===== src/rtl/sig_mon_pkg.sig_window_monitor_shared.sv =====


===== src/rtl/sig_mon_pkg.sv =====
// Shared defaults and FSM encoding for the signature window monitor.
// Optional toggle counting is enabled with SIG_MON_TOGGLE_EN (see top).
package sig_mon_pkg;

  localparam int          SIG_W_DEF = 16;
  localparam int          CNT_W_DEF = 16;
  localparam logic [15:0] POLY_DEF  = 16'hB400;
  localparam logic [15:0] SEED_DEF  = 16'h0001;

  typedef enum logic [1:0] {
    IDLE = 2'd0,
    RUN  = 2'd1,
    DONE = 2'd2
  } state_t;

endpackage


===== src/rtl/sig_misr_step.sv =====
// One Galois MISR step: shift right, fold POLY in when the low bit xor the sample is set.
// Purely combinational, zero latency, no flow control.
module sig_misr_step
  import sig_mon_pkg::*;
#(
  parameter int               SIG_W = SIG_W_DEF,
  parameter logic [SIG_W-1:0] POLY  = SIG_W'(POLY_DEF)
) (
  input  logic [SIG_W-1:0] cur,
  input  logic             obs_bit,
  output logic [SIG_W-1:0] next
);

  logic fb;

  assign fb   = cur[0] ^ obs_bit;
  assign next = (cur >> 1) ^ (fb ? POLY : '0);

endmodule


===== src/rtl/sig_window_monitor.sv =====
// Compacts a window of valid obs_bit samples into a MISR signature and compares it to golden; done one cycle after last sample.
// No backpressure: samples are taken whenever obs_valid is high in RUN. SIG_MON_TOGGLE_EN adds toggle_count.
module sig_window_monitor
  import sig_mon_pkg::*;
#(
  parameter int               SIG_W = SIG_W_DEF,
  parameter int               CNT_W = CNT_W_DEF,
  parameter logic [SIG_W-1:0] POLY  = SIG_W'(POLY_DEF),
  parameter logic [SIG_W-1:0] SEED  = SIG_W'(SEED_DEF)
) (
  input  logic             I1470_clk,
  input  logic             I1477_rst,
  input  logic             start,
  input  logic [CNT_W-1:0] window_len,
  input  logic [SIG_W-1:0] golden_sig,
  input  logic             obs_valid,
  input  logic             obs_bit,
  output logic             busy,
  output logic             done,
  output logic             mismatch,
  output logic [SIG_W-1:0] signature,
  output logic [CNT_W-1:0] ones_count
`ifdef SIG_MON_TOGGLE_EN
  ,
  output logic [CNT_W-1:0] toggle_count
`endif
);

  state_t           state, state_nxt;
  logic [SIG_W-1:0] sig_q, sig_step, golden_q;
  logic [CNT_W-1:0] len_q, sample_cnt, ones_q;
  logic             accept, last_sample, launch;

  assign launch      = start && (state != RUN);
  assign accept      = (state == RUN) && obs_valid;
  assign last_sample = accept && ((sample_cnt + CNT_W'(1)) == len_q);

  sig_misr_step #(
    .SIG_W (SIG_W),
    .POLY  (POLY)
  ) u_step (
    .cur     (sig_q),
    .obs_bit (obs_bit),
    .next    (sig_step)
  );

  always_ff @(posedge I1470_clk) begin
    if (I1477_rst) state <= IDLE;
    else           state <= state_nxt;
  end

  always_comb begin
    state_nxt = state;
    case (state)
      IDLE, DONE: if (start) state_nxt = (window_len == '0) ? DONE : RUN;
      RUN:        if (last_sample) state_nxt = DONE;
      default:    state_nxt = IDLE;
    endcase
  end

  // A reset mid-window simply reloads SEED, so the partial signature never surfaces.
  always_ff @(posedge I1470_clk) begin
    if (I1477_rst) begin
      sig_q      <= SEED;
      golden_q   <= '0;
      len_q      <= '0;
      sample_cnt <= '0;
      ones_q     <= '0;
    end else if (launch) begin
      sig_q      <= SEED;
      golden_q   <= golden_sig;
      len_q      <= window_len;
      sample_cnt <= '0;
      ones_q     <= '0;
    end else if (accept) begin
      sig_q      <= sig_step;
      sample_cnt <= sample_cnt + CNT_W'(1);
      ones_q     <= ones_q + CNT_W'(obs_bit);
    end
  end

`ifdef SIG_MON_TOGGLE_EN
  logic [CNT_W-1:0] toggle_q;
  logic             prev_bit;

  // sample_cnt==0 marks the first sample of the window, which has no predecessor.
  always_ff @(posedge I1470_clk) begin
    if (I1477_rst || launch) begin
      toggle_q <= '0;
      prev_bit <= 1'b0;
    end else if (accept) begin
      prev_bit <= obs_bit;
      if (sample_cnt != '0 && obs_bit != prev_bit) toggle_q <= toggle_q + CNT_W'(1);
    end
  end

  assign toggle_count = toggle_q;
`endif

  assign busy       = (state == RUN);
  assign done       = (state == DONE);
  assign mismatch   = done && (sig_q != golden_q);
  assign signature  = sig_q;
  assign ones_count = ones_q;

endmodule


===== config.mk =====
export PLATFORM = sky130hd
export DESIGN_NAME = sig_window_monitor
export DESIGN_NICKNAME = d
export VERILOG_FILES = /design/src/rtl/sig_mon_pkg.sig_window_monitor_shared.sv /design/src/rtl/sig_mon_pkg.sv /design/src/rtl/sig_misr_step.sv /design/src/rtl/sig_window_monitor.sv
export SDC_FILE = /design/constraint.sdc
export NUM_CORES = 1
export LEC_CHECK = 0
export ABC_AREA = 1
export CAP_MARGIN = 20
export CORE_ASPECT_RATIO = 0.6
export CORE_MARGIN = 1
export CORE_UTILIZATION = 48
export CTS_CLUSTER_DIAMETER = 150
export CTS_CLUSTER_SIZE = 16
export DETAILED_ROUTE_END_ITERATION = 6
export HOLD_SLACK_MARGIN = 0.02
export PLACE_DENSITY = 0.77
export SKIP_CTS_REPAIR_TIMING = 1
export SYNTH_ARGS = -nofsm -noshare
export SYNTH_HDL_FRONTEND = slang
export SYNTH_SLANG_ARGS = --single-unit

===== constraint.sdc =====
create_clock -name I1470_clk -period 1.8 [get_ports I1470_clk]
set_clock_uncertainty 0.05 [all_clocks]
set_input_delay 0.18 -clock I1470_clk [delete_from_list [all_inputs] [get_ports I1470_clk]]
set_output_delay 0.18 -clock I1470_clk [all_outputs]
set_load 0.05 [all_outputs]

==> results.cfg <==
[drt]
ant_nets = 0
via_per_inst = 5.30
wirelength_mm = 11.9
drt_iter0_markers = 414
vias = 4260
first_pass_iters = 5
wl_per_cell_um = 14.8
drc_errors = 0

[power]
p_leak_nw = 2.52
switching_share = 0.278
seqPwrFrac = 0.438
intPower_mw = 3.30
ir_worst_vdd_v = 0.000468
design_power_total_mw = 4.57
power_density_nw_per_um2 = 797
p_clk_frac = 0.408
p_comb_frac = 0.154
p_sw_mw = 1.27

[sta]
slew_violations = 0
tightest_slew_ns = 0.531
finalCritPeriodShare = 1.11
max-slew-margin-rel = 0.645
finalCriticalPeriod_ns = 1.99
hold_violations = 0
max_freq_mhz = 501
fin_tns_setup_ns = -0.340
layout_setup_ws_ns = -0.195
rsz0062_at_grt = true
finalSetupViolations = 4

[global_routing]
grt_use_total = 0.262
grt_pass1_vias = 3719
grt_overflow = 0
grt_pass1_wl_mm = 18.1
grt_max_degree = 40
antenna_found_initial = 0

[cells_and_area]
drive_above_1_share = 0.230
area_growth_syn_to_layout_pct = 37.0
fillers = 627
post-route-util = 0.702
final_cell_mix = 96 x nand2_1, 63 x dfxtp_1, 61 x o21ai_0, 60 x inv_1, 60 x nor2_1
final_nets = 731
antenna_cells = 0
final_cell_area_sq_um = 5730
layout_commonest_cell = nand2_1

[die]
coreArea_sq_um = 8160
dieArea_sq_um = 9110
fp.dieH_um = 74.3
io_pins = 72
initial_core_util = 0.512
rows = 25
die_x_um = 123

[yosys]
yosysSeqAreaShare = 0.392
yosys_register_bits = 82
syn_nets = 632
synth_warnings = 0
avgSynthCellArea_sq_um = 7.07
netlist_area_sq_um = 4180
yosys.cell_types.count = 38
syn_inst = 592

[setup_path]
criticalPathCategory = flip-flop to flip-flop
start_kind = flip-flop
reg2reg_to = state[1]$_SDFFE_PP0P_
critPathRequiredTime_ns = 2.02
r2r_start = sample_cnt[1]$_SDFFE_PP0P_
reg2reg_slack_ns = -0.19
critPathMaxFanout = 7
worstSetupStartpoint = sample_cnt[1]$_SDFFE_PP0P_
crit_path_end = state[1]$_SDFFE_PP0P_
reg2reg_depth = 13
crit_path_end_kind = flip-flop
cp.arrival_ns = 2.22

[clock_tree]
h-tree-depth = 3
cts_buffer_depth = 2
cts_tree = yes
cts-root-buf = clkbuf_16
clock_latency_ns = 0.34
numCtsBuffers = 9
clock-sinks = 82
path_clk_slew_ns = 0.06

[min_path]
min_path_type = primary input to flip-flop

[placement]
gp_congestion = 0.932
detailed_place_hpwl_mm = 8.52
place_area_sq_um = 5140
portBuffers = 71
place_ws_ns = -0.393

[run]
drv_cap = 0

[run_status]
outcome = finished, violations left
violations = setup timing
[worst min-delay path by stage]
stage | startpoint | endpoint | slack (ns) | depth (start not counted)
4_1_cts | window_len[1] | len_q[1]$_SDFFE_PP0P_ | 0.41 | 3
3_3_place_gp | ones_count[2]$_SDFFE_PP0P_ | ones_count[2]$_SDFFE_PP0P_ | 0.41 | 2
5_1_grt | obs_bit | ones_count[0]$_SDFFE_PP0P_ | 0.35 | 4
3_5_place_dp | len_q[13]$_SDFFE_PP0P_ | len_q[13]$_SDFFE_PP0P_ | 0.42 | 2
6_report | obs_bit | ones_count[0]$_SDFFE_PP0P_ | 0.33 | 4
2_1_floorplan | I1477_rst | state[0]$_SDFFE_PP0P_ | 0.19 | 1
[sequential cells by signal, summed over array words and instances (netlist names)]
| name | count |
|---|---|
| ones_count | 16 |
| state | 2 |
| len_q | 16 |
| golden_q | 16 |
| sample_cnt | 16 |
| signature | 16 |
[final cells by class]
type,count,area (sq um),share of cell area
Multi-Input combinational cell,408,2260,0.394
Clock inverter,7,78.8,0.0138
Timing Repair Buffer,120,1100,0.192
Tap cell,108,135,0.0236
Clock buffer,9,225,0.0393
Inverter,70,265,0.0463
Sequential cell,82,1670,0.291
[worst max-delay path: stages, from the launching register on]
cell,delay (ns)
dfxtp_2,0.35
ha_4,0.17
nand2_4,0.05
nor2_4,0.21
nand3_1,0.20
nand3_1,0.13
nand2_1,0.06
nor2_1,0.08
nand2_1,0.06
nor2_1,0.15
nand3_2,0.11
nand2_2,0.11
nand2_2,0.06
a21oi_2,0.14
[per-stage QoR]
stage	cells	hold slack [ns]
6_report	804	0.328
5_1_grt	804	0.347
4_1_cts	789	0.409
3_5_place_dp	773	0.417
3_3_place_gp	773	0.408
2_1_floorplan	592	0.192
[synthesized netlist by cell type, drive strengths merged]
library cell  count  area (sq um)
a21boi            1          7.51
a21oi            50           254
a31oi             2          12.5
buf              16           109
clkbuf           16          60.1
dfxtp            82          1640
ha                3          37.5
inv              70           263
nand2           107           427
nand3            42           215
nand3b            4          30.0
nand4            10          62.6
nor2             78           358
nor3              5          41.3
nor4              5          31.3
o2111ai           3          26.3
o211ai            3          22.5
o21a              2          15.0
o21ai            63           315
o21bai            1          7.51
o221ai            1          8.76
or2               8          50.1
xnor2            10          87.6
xnor3             1          22.5
xor2              9          78.8
[per-layer routing]
metal,track usage,share of wire
met2,0.376,0.42
met4,0.0772,0.010
met1,0.382,0.47
met3,0.0690,0.097
met5,0,0
[power by group through the flow]
| stage | clock [mW] | sequential (mW) | combinational, mW |
|---|---|---|---|
| floorplan | 0 | 2.02 | 0.410 |
| global placement | 0 | 2.03 | 0.634 |
| detailed placement | 0 | 2.03 | 0.650 |
| CTS | 1.88 | 1.99 | 0.655 |
| global route | 1.96 | 2.01 | 0.771 |
| finish | 1.86 | 2.00 | 0.705 |
[kinds of logic (layout without fill, tap and decap cells)]
logic type                 count (synthesis)  after routing  share of synthesized area
buffers and inverters                    102            206                      0.103
DFF                                       82             82                      0.392
adders and majority gates                  3              3                    0.00897
and+or+nand+nor                          259            259                      0.290
xor gates and xnor gates                  20             20                     0.0452
AOI/OAI and AO/OA                        126            126                      0.160
Power figures use the tool's default switching activity.
